## src/rtl/decode_ctrl_pipe.sv

```systemverilog
`default_nettype none
// ============================================================================
// Module      : decode_ctrl_pipe
// Description : MIPS-I main decoder with registered valid/ready output
//               pipeline (1 or 2 stages), flush, CP0 exception code and
//               branch-delay-slot tracking.
// Revision    : 1.0 - initial release
// ============================================================================
module decode_ctrl_pipe #(
    parameter int unsigned DEPTH   = 1,     // 1 or 2 output stages (values above 2 behave as 2)
    parameter bit          EN_CP0  = 1'b1,  // decode MTC0/MFC0/ERET
    parameter bit          EN_HILO = 1'b1   // decode HI/LO, multiply and divide
) (
    input  logic        clk,
    input  logic        resetn,
    input  logic        in_valid,
    output logic        in_ready,
    input  logic [31:0] instr,
    input  logic [31:0] pc,
    input  logic        flush,
    output logic        out_valid,
    input  logic        out_ready,
    output logic [13:0] out_ctrl,
    output logic [4:0]  out_exc,
    output logic        out_ds,
    output logic [31:0] out_instr,
    output logic [31:0] out_pc
);

    // Control word bits, MSB first
    localparam logic [13:0] c_regwrite = 14'h2000;
    localparam logic [13:0] c_regdst   = 14'h1000;
    localparam logic [13:0] c_alusrc   = 14'h0800;
    localparam logic [13:0] c_branch   = 14'h0400;
    localparam logic [13:0] c_memtoreg = 14'h0200;
    localparam logic [13:0] c_memwrite = 14'h0100;
    localparam logic [13:0] c_jump     = 14'h0080;
    localparam logic [13:0] c_jal      = 14'h0040;
    localparam logic [13:0] c_jr       = 14'h0020;
    localparam logic [13:0] c_bal      = 14'h0010;
    localparam logic [13:0] c_hilo_en  = 14'h0008;
    localparam logic [13:0] c_mtc0_we  = 14'h0004;
    localparam logic [13:0] c_mfc0     = 14'h0002;
    localparam logic [13:0] c_eret     = 14'h0001;

    // Control transfers that make the following instruction a delay slot
    localparam logic [13:0] c_cti_mask = c_branch | c_jump | c_jal | c_jr;

    localparam logic [4:0]  c_exc_none = 5'h00;
    localparam logic [4:0]  c_exc_adel = 5'h04;
    localparam logic [4:0]  c_exc_sys  = 5'h08;
    localparam logic [4:0]  c_exc_bp   = 5'h09;
    localparam logic [4:0]  c_exc_ri   = 5'h0a;

    localparam logic [31:0] c_eret_word = 32'h42000018;

    // Payload layout: {ctrl[83:70], exc[69:65], ds[64], instr[63:32], pc[31:0]}
    localparam int c_pay_w = 84;

    logic [5:0]  w_op;
    logic [5:0]  w_funct;
    logic [4:0]  w_rs;
    logic [4:0]  w_rt;
    logic [13:0] w_raw;
    logic        w_ri;
    logic        w_sys;
    logic        w_bp;
    logic [4:0]  w_exc;
    logic [13:0] w_ctrl;
    logic        w_is_cti;
    logic        w_accept;
    logic        w_ready0;
    logic        w_ready_last;
    logic        w_last_valid;
    logic [c_pay_w-1:0] w_last_pay;

    logic               r_valid0;
    logic [c_pay_w-1:0] r_pay0;
    logic               r_prev_br;

    assign w_op    = instr[31:26];
    assign w_funct = instr[5:0];
    assign w_rs    = instr[25:21];
    assign w_rt    = instr[20:16];

    // Main decode: raw control word plus reserved/syscall/break flags
    always_comb begin
        w_raw = '0;
        w_ri  = 1'b0;
        w_sys = 1'b0;
        w_bp  = 1'b0;
        case (w_op)
            6'h00: begin
                case (w_funct)
                    6'h00, 6'h02, 6'h03, 6'h04, 6'h06, 6'h07,
                    6'h20, 6'h21, 6'h22, 6'h23, 6'h24, 6'h25,
                    6'h26, 6'h27, 6'h2a, 6'h2b: w_raw = c_regwrite | c_regdst;
                    6'h08: w_raw = c_jr;
                    6'h09: w_raw = c_regwrite | c_regdst | c_jr;
                    6'h0c: w_sys = 1'b1;
                    6'h0d: w_bp  = 1'b1;
                    6'h10, 6'h12: begin
                        if (EN_HILO) w_raw = c_regwrite | c_regdst;
                        else         w_ri  = 1'b1;
                    end
                    6'h11, 6'h13, 6'h18, 6'h19, 6'h1a, 6'h1b: begin
                        if (EN_HILO) w_raw = c_hilo_en;
                        else         w_ri  = 1'b1;
                    end
                    default: w_ri = 1'b1;
                endcase
            end
            6'h01: begin
                case (w_rt)
                    5'h00, 5'h01: w_raw = c_branch;
                    5'h10, 5'h11: w_raw = c_regwrite | c_branch | c_bal;
                    default:      w_ri  = 1'b1;
                endcase
            end
            6'h02: w_raw = c_jump;
            6'h03: w_raw = c_regwrite | c_jal;
            6'h04, 6'h05, 6'h06, 6'h07: w_raw = c_branch;
            6'h08, 6'h09, 6'h0a, 6'h0b,
            6'h0c, 6'h0d, 6'h0e, 6'h0f: w_raw = c_regwrite | c_alusrc;
            6'h10: begin
                if (!EN_CP0) begin
                    w_ri = 1'b1;
                end else if (instr == c_eret_word) begin
                    w_raw = c_eret;
                end else if (w_rs == 5'h04 && instr[10:3] == 8'h00) begin
                    w_raw = c_mtc0_we;
                end else if (w_rs == 5'h00 && instr[10:3] == 8'h00) begin
                    w_raw = c_regwrite | c_mfc0;
                end else begin
                    w_ri = 1'b1;
                end
            end
            6'h20, 6'h21, 6'h23, 6'h24, 6'h25: w_raw = c_regwrite | c_alusrc | c_memtoreg;
            6'h28, 6'h29, 6'h2b:               w_raw = c_alusrc | c_memwrite;
            default: w_ri = 1'b1;
        endcase
    end

    // Exception priority AdEL > RI > Sys/Bp; any exception suppresses control
    always_comb begin
        w_exc = c_exc_none;
        if (pc[1:0] != 2'b00) w_exc = c_exc_adel;
        else if (w_ri)        w_exc = c_exc_ri;
        else if (w_sys)       w_exc = c_exc_sys;
        else if (w_bp)        w_exc = c_exc_bp;
        w_ctrl = (w_exc != c_exc_none) ? 14'h0000 : w_raw;
    end

    assign w_is_cti = |(w_ctrl & c_cti_mask);
    assign w_accept = in_valid & w_ready0 & ~flush;

    // Stage 0 register and delay-slot tracker, both advanced only on an accept
    always_ff @(posedge clk) begin
        if (!resetn) begin
            r_valid0  <= 1'b0;
            r_pay0    <= '0;
            r_prev_br <= 1'b0;
        end else if (flush) begin
            r_valid0  <= 1'b0;
            r_prev_br <= 1'b0;
        end else begin
            if (w_ready0) begin
                r_valid0 <= in_valid;
            end
            if (w_accept) begin
                r_pay0    <= {w_ctrl, w_exc, r_prev_br, instr, pc};
                r_prev_br <= w_is_cti;
            end
        end
    end

    generate
        if (DEPTH >= 2) begin : g_two_stage
            logic               r_valid1;
            logic [c_pay_w-1:0] r_pay1;

            // Stage 1 register fed from stage 0
            always_ff @(posedge clk) begin
                if (!resetn) begin
                    r_valid1 <= 1'b0;
                    r_pay1   <= '0;
                end else if (flush) begin
                    r_valid1 <= 1'b0;
                end else if (w_ready_last) begin
                    r_valid1 <= r_valid0;
                    if (r_valid0) begin
                        r_pay1 <= r_pay0;
                    end
                end
            end

            assign w_last_valid = r_valid1;
            assign w_last_pay   = r_pay1;
            assign w_ready0     = ~r_valid0 | w_ready_last;
        end else begin : g_one_stage
            assign w_last_valid = r_valid0;
            assign w_last_pay   = r_pay0;
            assign w_ready0     = w_ready_last;
        end
    endgenerate

    // Ready chain depends only on stage valids and out_ready, never on in_valid
    assign w_ready_last = ~w_last_valid | out_ready;
    assign in_ready     = w_ready0;

    assign out_valid = w_last_valid;
    assign out_ctrl  = w_last_valid ? w_last_pay[83:70] : 14'h0000;
    assign out_exc   = w_last_valid ? w_last_pay[69:65] : 5'h00;
    assign out_ds    = w_last_pay[64];
    assign out_instr = w_last_pay[63:32];
    assign out_pc    = w_last_pay[31:0];

endmodule
`default_nettype wire

```

## config.mk

```make
export PLATFORM = sky130hd
export DESIGN_NAME = decode_ctrl_pipe
export DESIGN_NICKNAME = d
export VERILOG_FILES = /design/src/rtl/decode_ctrl_pipe.sv
export SDC_FILE = /design/constraint.sdc
export NUM_CORES = 1
export LEC_CHECK = 0
export ABC_CLOCK_PERIOD_IN_PS = 1800
export CORE_ASPECT_RATIO = 1.2
export CORE_MARGIN = 5
export CORE_UTILIZATION = 44
export DETAILED_ROUTE_END_ITERATION = 7
export GPL_ROUTABILITY_DRIVEN = 0
export GPL_TIMING_DRIVEN = 0
export MAX_ROUTING_LAYER = met4
export PLACE_DENSITY = 0.8
export SLEW_MARGIN = 30
export SYNTH_ARGS = -nofsm -noshare
export SYNTH_HDL_FRONTEND = slang
export SYNTH_SLANG_ARGS = --single-unit
```

## constraint.sdc

```tcl
create_clock -name clk -period 1.8 [get_ports clk]
set_input_delay 0.18 -clock clk [delete_from_list [all_inputs] [get_ports clk]]
set_output_delay 0.18 -clock clk [all_outputs]
set_load 0.05 [all_outputs]
```

==> run metrics, run 1 <==
status finished, final reports clean; max-cap violation count 0; Unique masters post-synth 50; Num CTS Buffers 9; sequential area share after synthesis 42.5%; reg2reg end r_pay0[78]; overall via count from detail_route 3958; average size of a mapped cell 7.71 um^2; I/O pins about 160; initial antenna violation count 0; first-pass GRT wire length ~18000 um; register area 1710 um^2; Hold Path Depth 3; yosys warns 0; Final setup violation count 0; worst endpoint required time 1.62 ns; Final min period 1.77 ns; RSZ-0062 raised after global routing false; fin nets 749; DRT iter0 DRCs 187; footprint of the multi-input gates ~1800 um^2; crit share post-route 98.4%; crit path kind reg2out; synthesized area roughly 4000 um^2; final worst slack 0.0287 ns; CTS root buf clkbuf_8; worst r2r src out_valid; Highest Clock Rate 565 MHz; WP buf/inv 2; drt total wl ~12000 um; fill count ~750; CORE AREA 8990 um^2; CTS Sinks 85; Peak VDD IR 0.577 mV; Area contributors post-synth dfxtp_1 (43%), nand2_1 (15%), buf_4 (12%); Remaining DRCs 0; post-route antenna net violation count 0; worst min-delay path class in2reg; Initial Util 44.5%; Yosys reg bits 85; Die Y 114 um; Synth top area share 42.5%; reg-to-reg slack, setup about 0.19 ns; power consumption 4.43 mW; Die W 97.1 um; most frequent cells in the layout nand2_1 (155), dfxtp_1 (84), buf_4 (70), a21oi_1 (68), dlymetal6s2s_1 (55); commonest non-fill, non-tap cell in the layout nand2_1; worst skew pair latency 0.37 ns; Worst path max stage delay slightly below 0.8 ns; synthesized instance count 519; Pre-antenna DRT Iters 4; # hold bufs at CTS 0; Core Util, Final about two thirds; drt wl/cell between 10 and 15 um; gr usage total 21.0%; vias in the first global route 3930; Place WS -0.535 ns; Slew headroom 61.8%; # H-tree levels 3; P_leak 3.30 nW; CP Cell Sequence buf_4 -> clkdlybuf4s50_1; maximum root-to-sink buffer count 2; cell area after layout 6070 um^2; die area 11100 um^2; Synth area leader dfxtp_1; FF-to-FF path depth 7; Final HPWL DP 8700 um; share of layout cells above drive strength 1 roughly 19%; post-synth net total 588; final hold vios 0; clk slew on worst S/H paths 0.08 ns; slowest stage cell, crit path clkdlybuf4s50_1; grt ovf 0; CP delay by family, top buffers and inverters; area grow syn2layout 51.7%; largest net degree at the start of global routing 20; placed inst area 5640 um^2; clock skew 0.00654 ns; worst-margin pin slew 0.572 ns; CTS tree built; CP Launch Type flop; Vias per Instance 4.92; Worst EP arrival 1.59 ns; I/O Buffers between 100 and 150; # diodes 0; crit end category output port; Worst Hold Launch instr[3]; worst-path fanout max 2; Core Rows 38; hold-critical path endpoint r_pay0[35]; Max Transition Viols Final 0; Pwr Density 731 nW/um^2
[per-stage QoR]
| stage | cells | TNS [ns] | hold slack, ns |
|---|---|---|---|
| floorplan | 519 | 0 | 0.300 |
| global placement | 786 | -23.17 | 0.429 |
| detailed placement | 786 | -25.54 | 0.434 |
| CTS | 803 | 0 | 0.102 |
| global route | 805 | 0 | 0.138 |
| finish | 805 | 0 | 0.122 |
[how the worst max path moves through the flow]
stage / from / end / slack, ns / cells past startpoint
final: r_pay0[53] / out_instr[21] / 0.03 / 2
after global routing: r_pay0[51] / out_instr[19] / 0.0002 / 2
after CTS: r_pay0[54] / out_instr[22] / 0.001 / 2
after detailed placement: out_ready / r_pay0[29] / -0.53 / 8
after global placement: instr[17] / r_pay0[78] / -0.49 / 8
after floorplan: out_valid / r_pay0[78] / 0.04 / 7
[synth_stat cells (all sizes together)]
cell type	instances
o32ai	1
and4b	1
and3	2
o41ai	1
buf	76
or2b	1
nand3	6
nor4	3
nor4b	1
a211o	1
a21oi	68
nand2b	2
and4bb	1
o21a	2
or3	2
conb	1
o31ai	4
nor3	6
a22o	1
a221oi	1
and2	22
clkbuf	19
o22a	2
a31oi	4
nand3b	1
inv	7
nand4b	1
and2b	2
nor2	15
or3b	1
nand4	3
dfxtp	85
o21ai	13
nand2	156
a32o	2
a2111o	1
a21boi	2
a2bb2oi	1
a211oi	1
[where the power goes]
group / switching, mW / internal (mW) / total (mW)
sequential: 0.0380 / 1.95 / 1.99
clock: 0.666 / 0.859 / 1.52
combinational: 0.541 / 0.382 / 0.923
[cell type report]
class	instances	share of cell area, %
Multi-Input combinational cell	332	28.9
Timing Repair Buffer	151	26.1
Clock buffer	13	2.62
Tap cell	120	2.47
Inverter	7	0.433
Buffer	94	10.3
Sequential cell	85	28.1
Clock inverter	3	1.11
[cell families (layout without fill, tap and decap cells)]
family / Yosys count / count (layout) / synth area share, %
flops: 85 / 85 / 42.5
compound gates: 105 / 105 / 15.1
other cells: 1 / 1 / 0.0937
buf+inv: 102 / 268 / 16.2
simple gates: 226 / 226 / 26.1
[worst min-delay path, stage by stage]
cell	delay [ns]
buf_4	0.14
nand2_1	0.06
a21oi_1	0.05
[state kept, by name (all words and copies together), names as in the netlist]
signal	count
out_valid	1
r_pay0	83
r_prev_br	1
[repair_timing]
action                     CTS  global route
resized for setup           70            80
setup endpoints to repair   93           106
setup buffers                2             2
pin swaps                    4             7
[routing by layer]
layer  global-route usage, %  part of all wire, %
met1                    22.6                   40
met2                    37.7                   53
met3                    4.02                  4.7
met4                    9.18                  2.9
met5                       -                    0
Note: power is estimated with default switching activity, not from simulation.
==> inputs of run 2 (changes only) <==
--- a/config.mk
+++ b/config.mk
@@ -5,15 +5,17 @@
 export SDC_FILE = /design/constraint.sdc
 export NUM_CORES = 1
 export LEC_CHECK = 0
-export ABC_CLOCK_PERIOD_IN_PS = 1800
+export ABC_CLOCK_PERIOD_IN_PS = 1950
 export CORE_ASPECT_RATIO = 1.2
 export CORE_MARGIN = 5
 export CORE_UTILIZATION = 44
 export DETAILED_ROUTE_END_ITERATION = 7
 export GPL_ROUTABILITY_DRIVEN = 0
 export GPL_TIMING_DRIVEN = 0
+export HOLD_SLACK_MARGIN = 0.15
 export MAX_ROUTING_LAYER = met4
 export PLACE_DENSITY = 0.8
+export SKIP_LAST_GASP = 1
 export SLEW_MARGIN = 30
 export SYNTH_ARGS = -nofsm -noshare
 export SYNTH_HDL_FRONTEND = slang
==> constraint.sdc (replaced) <==
create_clock -name clk -period 1.95 [get_ports clk]
set_input_delay 0.195 -clock clk [delete_from_list [all_inputs] [get_ports clk]]
set_output_delay 0.195 -clock clk [all_outputs]
set_load 0.05 [all_outputs]
==> run metrics, run 2 (synthesis gave the netlist of run 1 again) <==
CORE AREA 8990 um^2 (unchanged); Hold Path Depth 3 (unchanged); worst min-delay path class in2reg; largest net degree at the start of global routing 14 (-30%); first-pass GRT wire length 18000 um (-1.4%); vias in the first global route 3842 (-2.2%); Worst EP arrival 2.21 ns (+0.62 ns); clk slew on worst S/H paths 0.08 ns (about the same); Num CTS Buffers 9 (unchanged); P_leak 2.35 nW (-29%); commonest non-fill, non-tap cell in the layout nand2_1; I/O pins 155 (unchanged); post-route antenna net violation count 0 (unchanged); Pre-antenna DRT Iters 5 (+1); NetSw 1.12 mW (-10%); area grow syn2layout 47.5%; Sw Share 28.9% (+0.82 points); hold-critical path endpoint r_pay0[36]; Die Y 114 um (unchanged); Initial Util 44.5% (unchanged); worst r2r src out_valid; fin nets 749 (unchanged); cell area after layout 5900 um^2 (-2.8%); I/O Buffers 147 (unchanged); Pwr Density 656 nW/um^2 (-10%); grt ovf 0 (unchanged); crit end category flop; Core Rows 38 (unchanged); status finished, final reports clean; Remaining DRCs 0 (unchanged); Biggest register r_pay0; RSZ-0062 raised after global routing true; maximum root-to-sink buffer count 2 (unchanged); # diodes 0 (unchanged); clock skew 0.00622 ns (-0.000321 ns); reg-to-reg slack, setup 0.16 ns (-0.03 ns); Worst Hold Launch instr[4]; Max Transition Viols Final 0 (unchanged); CP Cell Sequence clkdlybuf4s50_1 -> nor3_4 -> nand2_1 -> or3b_1 -> a2111o_1 -> a21oi_1; reg2reg end r_pay0[78]; register share of total power 47.4% (+2.6 points); drt total wl 11000 um (-5.4%); max-cap violation count 0 (unchanged); Final setup violation count 0 (unchanged); worst-margin pin slew 0.556 ns (-0.0162 ns); clock share of power 30.5% (-3.9 points); worst setup path start instr[31]; Die W 97.1 um (unchanged); Core Util, Final 65.7% (-1.9 points); drt wl/cell 13.7 um (-5.3%); final hold vios 0 (unchanged); most frequent cells in the layout nand2_1 (155), clkdlybuf4s50_1 (127), dfxtp_1 (84), a21oi_1 (68), buf_4 (67); CTS Sinks 85 (unchanged); part of the power in combinational logic 22.1% (+1.3 points); slowest stage cell, crit path clkdlybuf4s50_1; Peak VDD IR 0.434 mV (-25%); non-filler cells, final 804 (-0.12%); dpl cells 786 (unchanged); Slew headroom 62.9% (+1.1 points); share of layout cells above drive strength 1 17.5% (-1.0 points); overall via count from detail_route 3902 (-1.4%); # H-tree levels 3 (unchanged); crit share post-route 98.5%; Final HPWL DP 8610 um (-0.93%); Vias per Instance 4.85 (-1.3%); Highest Clock Rate between 500 and 600 MHz; worst skew pair latency 0.35 ns (-0.02 ns); placed inst area 5630 um^2 (-0.11%); die area 11100 um^2 (unchanged); FF-to-FF path depth 7 (unchanged); power consumption 3.87 mW (-13%); worst-path fanout max 8 (+6); CP Launch Type input port; Largest register FFs 83 (unchanged); Worst path max stage delay 0.57 ns (-0.22 ns); Final min period 1.92 ns; DRT iter0 DRCs 143 (-24%); gr usage total 20.3% (-0.68 points); crit path kind in2reg; CTS tree built; CTS root buf clkbuf_8; Pint 2.75 mW (-14%); initial antenna violation count 0 (unchanged); worst endpoint required time 2.24 ns (+0.62 ns)
[run 2: cell count changes in the layout (fill, tap and decap cells not counted), sizes merged, moves of 2 or more]
cell,change
buf,-9
clkdlybuf4s15,+5
clkdlybuf4s50,+75
dlygate4sd2,-22
dlygate4sd3,+2
dlymetal6s2s,-53
[run 2: final cells by class]
| type | instances | area (um^2) |
|---|---|---|
| Buffer | 94 | 626 |
| Tap cell | 120 | 150 |
| Clock inverter | 4 | 50.0 |
| Clock buffer | 11 | 131 |
| Multi-Input combinational cell | 332 | 1710 |
| Inverter | 7 | 26.3 |
| Sequential cell | 85 | 1700 |
| Timing Repair Buffer | 151 | 1510 |
| Fill cell | 755 | 3080 |
[run 2: repair_timing]
item / CTS / global route
setup endpoints to repair: 41 / 42
gates resized for setup: 40 / 14
hold endpoints to repair: 3 / 0
setup buffers: 0 / 2
hold buffers: 2 / 0
[run 2: stage by stage]
stage | worst slack [ns] | setup TNS [ns] | hold slack, ns
4_1_cts | -0.108 | -0.108 | 0.150
6_report | 0.0296 | 0 | 0.179
2_1_floorplan | 0.136 | 0 | 0.315
3_3_place_gp | -0.348 | -13.86 | 0.428
3_5_place_dp | -0.390 | -16.25 | 0.439
5_1_grt | -0.0362 | -0.0901 | 0.190
[run 2: worst max path at each step]
stage	to	slack, ns	depth (start not counted)
finish	r_prev_br	0.03	6
global route	r_prev_br	-0.04	6
CTS	out_ctrl[12]	-0.11	3
detailed placement	r_pay0[29]	-0.39	8
global placement	r_pay0[78]	-0.35	8
floorplan	r_pay0[78]	0.14	7
[run 2: metal layers]
layer  GRT usage [%]  up-vias  routed length (um)  part of all wire [%]
li1                -     1968                   -                     -
met1            23.1     1804                4410                    40
met2            35.7      116                5890                    53
met3            3.78       14                 526                   4.8
met4            7.30        0                 204                   1.8
met5               -        -                   0                     0
[run 2: critical path, delay by kind of cell]
family | cells | cell delay (ns)
AOI/OAI and AO/OA | 2 | 0.52
and+or+nand+nor | 3 | 0.92
buffers and inverters | 1 | 0.57
[run 2: power by group through the flow]
stage          Combinational [mW]  Clock, mW  Sequential, mW
2_1_floorplan               0.517          0            1.87
3_3_place_gp                0.835          0            1.87
3_5_place_dp                0.846          0            1.88
4_1_cts                     0.855       1.21            1.83
5_1_grt                     0.916       1.29            1.84
6_report                    0.858       1.18            1.83
